### config.mk
export PLATFORM = sky130hd
export DESIGN_NAME = hour0_digit_flat
export DESIGN_NICKNAME = d
export VERILOG_FILES = /design/src/rtl/hour0_digit_if.sv /design/src/rtl/hour0_digit.sv /design/src/flat_wrapper.sv
export SDC_FILE = /design/constraint.sdc
export NUM_CORES = 1
export LEC_CHECK = 0
export ABC_CLOCK_PERIOD_IN_PS = 3200
export CAP_MARGIN = 20
export CORE_AREA = 2 2 39 41
export CTS_CLUSTER_SIZE = 12
export DETAILED_ROUTE_END_ITERATION = 8
export DIE_AREA = 0 0 41 43
export GPL_TIMING_DRIVEN = 0
export MAX_ROUTING_LAYER = met4
export PLACE_DENSITY_LB_ADDON = 0.08
export SLEW_MARGIN = 20
export SYNTH_ARGS = -nofsm -noshare
export SYNTH_HDL_FRONTEND = slang
export SYNTH_SLANG_ARGS = --single-unit
### constraint.sdc
create_clock -name clk_out -period 3.2 [get_ports clk_out]
set_clock_uncertainty 0.1 [all_clocks]
set_input_delay 0.48 -clock clk_out [delete_from_list [all_inputs] [get_ports clk_out]]
set_output_delay 0.48 -clock clk_out [all_outputs]
set_load 0.01 [all_outputs]
### src/rtl/hour0_digit_if.sv
// rtl/hour0_digit_if.sv - event/level/value bundle between the hours units digit and its neighbours
interface hour0_digit_if;
  logic       decrease;
  logic       set_btn;
  logic       tens_zero;
  logic       tens_two;
  logic [3:0] value;
  logic       borrow;
  logic       over_set;
  logic       zero;

  modport master (
    output decrease, set_btn, tens_zero, tens_two,
    input  value, borrow, over_set, zero
  );

  modport slave (
    input  decrease, set_btn, tens_zero, tens_two,
    output value, borrow, over_set, zero
  );
endinterface

### src/rtl/hour0_digit.sv
// rtl/hour0_digit.sv - units-of-hours digit of the count-down clock with set-button stepping
// HOUR0_AUTOREPEAT_EN: when defined, a held set button auto-repeats; otherwise one step per press.
module hour0_digit #(
  parameter int HOLD_CYCLES   = 16,
  parameter int REPEAT_CYCLES = 4,
  parameter int CNT_W         = 8
) (
  input logic          clk_out,
  input logic          rst_n,
  hour0_digit_if.slave bus
);

  logic [3:0] value_q, value_d;
  logic       zero_q;
  logic       borrow_c, over_set_c;
  logic       step;

`ifdef HOUR0_AUTOREPEAT_EN
  typedef enum logic [1:0] {
    S_IDLE   = 2'd0,
    S_HOLD   = 2'd1,
    S_REPEAT = 2'd2
  } state_t;

  state_t           state_q, state_d;
  logic [CNT_W-1:0] timer_q, timer_d;

  always_ff @(posedge clk_out or negedge rst_n) begin
    if (!rst_n) begin
      state_q <= S_IDLE;
      timer_q <= '0;
    end else begin
      state_q <= state_d;
      timer_q <= timer_d;
    end
  end

  always_comb begin
    state_d = state_q;
    timer_d = timer_q;
    step    = 1'b0;
    case (state_q)
      S_IDLE: begin
        if (bus.set_btn) begin
          step    = 1'b1;
          timer_d = CNT_W'(HOLD_CYCLES - 1);
          state_d = S_HOLD;
        end
      end
      S_HOLD, S_REPEAT: begin
        if (!bus.set_btn) begin
          state_d = S_IDLE;
        end else if (timer_q == '0) begin
          step    = 1'b1;
          timer_d = CNT_W'(REPEAT_CYCLES - 1);
          state_d = S_REPEAT;
        end else begin
          timer_d = timer_q - 1'b1;
        end
      end
      default: state_d = S_IDLE;
    endcase
  end
`else
  logic        set_btn_q;
  logic [31:0] unused_cfg;

  // Timing parameters have no meaning without auto-repeat.
  assign unused_cfg = 32'(HOLD_CYCLES ^ REPEAT_CYCLES ^ CNT_W);

  always_ff @(posedge clk_out or negedge rst_n) begin
    if (!rst_n) begin
      set_btn_q <= 1'b0;
    end else begin
      set_btn_q <= bus.set_btn;
    end
  end

  assign step = bus.set_btn & ~set_btn_q;
`endif

  // A borrow always wins; a step in the same cycle is dropped.
  always_comb begin
    value_d    = value_q;
    borrow_c   = 1'b0;
    over_set_c = 1'b0;
    if (bus.decrease) begin
      if (value_q == 4'd0) begin
        borrow_c = 1'b1;
        value_d  = bus.tens_zero ? 4'd3 : 4'd9;
      end else begin
        value_d = value_q - 4'd1;
      end
    end else if (step) begin
      if ((value_q == 4'd9) || (bus.tens_two && (value_q >= 4'd3))) begin
        over_set_c = 1'b1;
        value_d    = 4'd0;
      end else begin
        value_d = value_q + 4'd1;
      end
    end else if (bus.tens_two && (value_q > 4'd3)) begin
      value_d = 4'd3;
    end
  end

  always_ff @(posedge clk_out or negedge rst_n) begin
    if (!rst_n) begin
      value_q <= 4'd0;
      zero_q  <= 1'b0;
    end else begin
      value_q <= value_d;
      zero_q  <= (value_q == 4'd0);
    end
  end

  assign bus.value    = value_q;
  assign bus.zero     = zero_q;
  assign bus.borrow   = borrow_c;
  assign bus.over_set = over_set_c;

endmodule

### src/flat_wrapper.sv
// flat-port wrapper written by rule: the top's interface ports become plain ports
module hour0_digit_flat 
#(
  parameter int HOLD_CYCLES   = 16,
  parameter int REPEAT_CYCLES = 4,
  parameter int CNT_W         = 8
)
  (clk_out, rst_n, bus_decrease, bus_set_btn, bus_tens_zero, bus_tens_two, bus_value, bus_borrow, bus_over_set, bus_zero);
  hour0_digit_if bus_i ();
  input logic clk_out;
  input logic rst_n;
  input wire logic [$bits(bus_i.decrease)-1:0] bus_decrease;
  input wire logic [$bits(bus_i.set_btn)-1:0] bus_set_btn;
  input wire logic [$bits(bus_i.tens_zero)-1:0] bus_tens_zero;
  input wire logic [$bits(bus_i.tens_two)-1:0] bus_tens_two;
  output wire logic [$bits(bus_i.value)-1:0] bus_value;
  output wire logic [$bits(bus_i.borrow)-1:0] bus_borrow;
  output wire logic [$bits(bus_i.over_set)-1:0] bus_over_set;
  output wire logic [$bits(bus_i.zero)-1:0] bus_zero;
  assign bus_i.decrease = bus_decrease;
  assign bus_i.set_btn = bus_set_btn;
  assign bus_i.tens_zero = bus_tens_zero;
  assign bus_i.tens_two = bus_tens_two;
  assign bus_value = bus_i.value;
  assign bus_borrow = bus_i.borrow;
  assign bus_over_set = bus_i.over_set;
  assign bus_zero = bus_i.zero;
  hour0_digit #(.HOLD_CYCLES(HOLD_CYCLES), .REPEAT_CYCLES(REPEAT_CYCLES), .CNT_W(CNT_W)) u_core (.clk_out(clk_out), .rst_n(rst_n), .bus(bus_i));
endmodule
======== After elaboration in Yosys (flattened, before gate mapping) ========
Cells that the tools add are included.
cells by class
  multiplexer cells ....................... 11
  order comparisons ....................... 2
  bitwise logic cells ..................... 2
  add/sub/neg operators ................... 2
  reductions and logical operators ........ 5
  eq/ne operators ......................... 1
operators by type and width
  operator                                                                          count
  4-bit two-way mux                                                                 6
  1-bit two-way mux                                                                 5
  4-bit by 1-bit adder with 4-bit output (second input constant)                    1
  4-bit equality test (second input constant)                                       1
  4-bit by 2-bit >= comparator with 1-bit output (second input constant)            1
  4-bit by 2-bit greater-than comparator with 1-bit output (second input constant)  1
  4-bit logical NOT                                                                 1
  4-bit by 1-bit subtractor with 4-bit output (second input constant)               1
  3-bit nonzero test                                                                1
  1-bit logical AND                                                                 2
  1-bit AND                                                                         1
  1-bit logical OR                                                                  1
  1-bit inverter                                                                    1
word-level totals
  register bits ........................... 6
  input port bits ......................... 6
  logic and storage cells ................. 26
  output and inout bits ................... 7

======== Longest topological paths before layout ========
  depth in word-level cells ............... 6
  mapped depth ............................ 6
  depth with buffers taken out ............ 6

======== Least setup slack after synthesis ========
OpenSTA, ideal clock, no wires.
  path kind ............................... reg2out
  start point ............................. register u_core.value_q[1] (netlist: u_core.bus.value[1])
  end point ............................... output bus_over_set
  setup slack ............................. 1283 ps
  path buffers ............................ 0
  arrival ................................. 1337 ps
  cell stages (with the launch flop) ...... 6
  required time ........................... 2620 ps
  cells stage by stage .................... dfrtp_1 > inv_1 > ha_1 > nor2b_1 > o21ai_0 > a21oi_1
on the way
  cells in the longest elaborated chain, start to end .. 6
  elaborated cells between the ends (all ways) .. 7
  those cells by class .................... order compare: 1; eq/ne: 1; mux: 3; reduce/logical: 2
ends and longest elaborated chain
  item                                            RTL line            text
  from (decl)                                     hour0_digit.sv:13   logic [3:0] value_q, value_d;
  from (signal assigned)                          hour0_digit.sv:111  value_q <= value_d;
  4-bit by 2-bit >= comparator with 1-bit output  hour0_digit.sv:95   if ((value_q == 4'd9) || (bus.tens_two && (value_q >= 4'd3))) begin
  1-bit logical AND                               hour0_digit.sv:95
  1-bit logical OR (*)                            hour0_digit.sv:95
  1-bit two-way mux (*)                           hour0_digit.sv:95
  1-bit two-way mux (*)                           hour0_digit.sv:94   end else if (step) begin
  1-bit two-way mux (*)                           hour0_digit.sv:87   if (bus.decrease) begin
  to (decl)                                       flat_wrapper.sv:18  output wire logic [$bits(bus_i.over_set)-1:0] bus_over_set;
Mark *: on every way between the ends. The rest lies on a longest branch, timed or not.

======== Worst setup path after layout ========
  start point ............................. input bus_decrease
  end point ............................... output bus_over_set
on the way
  cells in the longest elaborated chain, start to end .. 1
ends and longest elaborated chain
  item               RTL line            text
  from (decl)        flat_wrapper.sv:12  input wire logic [$bits(bus_i.decrease)-1:0] bus_decrease;
  1-bit two-way mux  hour0_digit.sv:87
No other way between the ends.

==> flow_metrics.env <==
export IMPL_status="finished clean"
export IMPL_seq_area_frac_synth=0.3419
export IMPL_hold_buffers=0
export IMPL_synthDistinctLibCells=27
export IMPL_drive_gt1_frac=0.1129
export IMPL_num_fill_cells=159
export IMPL_swShare=0.4148
export IMPL_synth_nets=57
export IMPL_cts_tree="done"
export IMPL_leakage_nw=0.2500
export IMPL_fmax_ghz=0.3529
export IMPL_drc=0
export IMPL_io_pins=13
export IMPL_worst_setup_path_end_kind="output pin"
export IMPL_rr_worst_depth=6
export IMPL_slew_headroom=0.6300
export IMPL_ant_nets=0
export IMPL_grt_usage=0.1495
export IMPL_busiest_layer="met1"
export IMPL_grt_pass1_wl_mm=1.780
export IMPL_p_switching_mw=0.2076
export IMPL_insertion_delay_ns=0.24
export IMPL_grt_antenna_before_repair=0
export IMPL_critical_path_class="in -> out"
export IMPL_rsz0062_at_grt="no"
export IMPL_synthCells=47
export IMPL_root_buffer="clkbuf_4"
export IMPL_placementRows=14
export IMPL_min_period_over_period=0.8855
export IMPL_slowest_stage="clkdlybuf4s50_1"
export IMPL_powerDensity_nw_per_um2=831.8
export IMPL_path_cells="clkdlybuf4s50_1 > or3b_4 > a21oi_1 > clkdlybuf4s50_1"
export IMPL_wl_per_cell_um=13.62
export IMPL_grt_pass1_vias=380
export IMPL_grt_overflow=0
export IMPL_ir_worst_vdd_mv=0.3064
export IMPL_layout_nets=74
export IMPL_crit_fanout=7
export IMPL_cp_arrival_ns=2.25
export IMPL_drt_iter0_markers=10
export IMPL_clock_power_share=0.131
export IMPL_cp_common_cell="clkdlybuf4s50_1"
export IMPL_grt_max_degree=10
export IMPL_hold_path_class="in -> async"
export IMPL_worstMarginPinSlew_ns=0.5493
export IMPL_die_h_um=43
export IMPL_fin_ws_ns=0.3663
export IMPL_grtUsageMet3=0.01571
export IMPL_utilization=0.4349
export IMPL_place_ws_ns=0.3750
export IMPL_setup_viol=0
export IMPL_synth_area_sq_um=439.2
export IMPL_post_route_min_period_ns=2.834
export IMPL_die_area_sq_um=1763
export IMPL_num_vias=433
export IMPL_cts_buffer_depth=2
export IMPL_syn_to_final_growth_pct=37.04
export IMPL_avgViaCountPerCell=5.551
export IMPL_cts_buffers=3
export IMPL_worstSetupStartpointType="input pin"
export IMPL_placed_cells=75
export IMPL_path_clk_slew_ns=0.04
export IMPL_place_congestion=0.7890
export IMPL_finalSetupTns_ns=0
export IMPL_start_util=0.3174
export IMPL_fp_dieW_um=41
export IMPL_cts_setup_buffers=0
export IMPL_wirelength_mm=1.062
export IMPL_htreeDepth=1
export IMPL_grtUsageMet2=0.2094
export IMPL_io_buffers=12
export IMPL_ys_seq_elements=6
export IMPL_slowest_delay_ns=0.57
export IMPL_coreArea_sq_um=1384
export IMPL_cap_viol_max_count=0
export IMPL_dr_pass1_iters=4
export IMPL_pwr_share_seq=0.299
export IMPL_use_met1=0.2233
export IMPL_internal_power_mw=0.2930
export IMPL_cts_sinks=6
export IMPL_final_cells=78
export IMPL_avgSynthCellArea_sq_um=9.344
export IMPL_cts_resized=0
export IMPL_pwr_share_comb=0.570
export IMPL_diodes=0
export IMPL_hold_viol=0
export IMPL_dp_hpwl_um=838.2
export IMPL_synth_warnings=0
export IMPL_cp_required_ns=2.62
export IMPL_final_max_slew_violation_count=0
[power groups by stage]
stage | logic, mW | registers [mW] | clock network, mW
3_5_place_dp | 0.283 | 0.151 | 0
5_1_grt | 0.320 | 0.159 | 0.0712
3_3_place_gp | 0.284 | 0.150 | 0
2_1_floorplan | 0.163 | 0.153 | 0
4_1_cts | 0.284 | 0.150 | 0.0703
6_report | 0.285 | 0.149 | 0.0657
[cell type report]
cell class / count / area [sq um] / share of cell area
Sequential cell: 6 / 150.1 / 0.2495
Clock buffer: 3 / 22.52 / 0.03742
Multi-Input combinational cell: 37 / 272.8 / 0.4532
Tap cell: 16 / 20.02 / 0.03326
Buffer: 1 / 5.005 / 0.008316
Timing Repair Buffer: 12 / 120.1 / 0.1996
Inverter: 3 / 11.26 / 0.01871
[state kept, by name, summed over array words and instances, names as in the netlist]
signal	count
u_core.bus.value	4
u_core.bus.zero	1
u_core.set_btn_q	1
[worst max-delay path, delay by kind of cell]
| family | cells | cell delay, ns |
|---|---|---|
| AO/OA/AOI/OAI | 1 | 0.21 |
| AND/OR/NAND/NOR | 1 | 0.46 |
| buffers and inverters | 2 | 1.09 |
[kinds of logic after synthesis]
family | count (synthesis) | share of synthesized area
buf+inv | 4 | 0.03702
flops | 6 | 0.3419
compound gates | 14 | 0.2108
simple gates | 19 | 0.2963
fa+ha+maj | 4 | 0.1140
[through the flow]
step                power (mW)  area (sq um)  hold slack, ns
floorplan               0.3161         439.2         0.08441
global placement        0.4341         579.3          0.5647
detailed placement      0.4343         579.3          0.5711
CTS                     0.5045         601.8          0.3815
global route            0.5506         601.8          0.3988
finish                  0.5006         601.8          0.3830
[Yosys cell counts]
cell type | n | area (sq um)
nand3b_1 | 1 | 7.510
and2_1 | 1 | 6.260
nor2b_4 | 1 | 13.76
o21ai_0 | 1 | 5.000
ha_1 | 4 | 50.05
or3b_4 | 1 | 11.26
a31oi_1 | 1 | 6.260
a311oi_1 | 1 | 8.760
o32ai_1 | 1 | 8.760
nor3b_1 | 1 | 7.510
nor3_1 | 1 | 5.000
inv_1 | 3 | 11.26
a22oi_1 | 1 | 7.510
o21ai_1 | 1 | 5.000
dfrtp_1 | 6 | 150.1
nand3_1 | 2 | 10.01
nor3b_2 | 1 | 12.51
nand2_1 | 2 | 7.510
or4b_1 | 1 | 10.01
nand4_1 | 2 | 12.51
a21oi_1 | 4 | 20.02
nor2b_1 | 3 | 18.77
a221oi_1 | 1 | 8.760
nor2_1 | 2 | 7.510
o211ai_1 | 1 | 7.510
buf_2 | 1 | 5.000
o21a_1 | 2 | 15.01
[placed cells by master (no fill, tap or decap), types with 2 or more instances in the layout]
| cell | count |
|---|---|
| inv_1 | 3 |
| a21oi_1 | 4 |
| nor2_1 | 2 |
| dfrtp_1 | 6 |
| clkdlybuf4s50_1 | 12 |
| clkbuf_4 | 3 |
| nand2_1 | 2 |
| nor2b_1 | 3 |
| ha_1 | 4 |
| nand4_1 | 2 |
| o21a_1 | 2 |
| nand3_1 | 2 |
[worst paths after layout]
kind / startpoint / to / slack [ns]
min in group clk_out: u_core.bus.value[0]$_DFFE_PN0P_ / u_core.bus.value[0]$_DFFE_PN0P_ / 0.57
max in group asynchronous: rst_n / u_core.bus.value[2]$_DFFE_PN0P_ / 2.40
worst max-delay path: bus_decrease / bus_over_set / 0.37
worst min-delay path: rst_n / u_core.bus.zero$_DFF_PN0_ / 0.38
worst max register to register: u_core.bus.value[1]$_DFFE_PN0P_ / u_core.bus.value[0]$_DFFE_PN0P_ / 1.20
worst min register to register: u_core.bus.value[0]$_DFFE_PN0P_ / u_core.bus.value[0]$_DFFE_PN0P_ / 0.57
[layer usage]
layer,wire (um),share of wire
met1,476,0.45
met2,512,0.48
met3,73,0.069
met4,0,0
met5,0,0
Power figures use the tool's default switching activity.
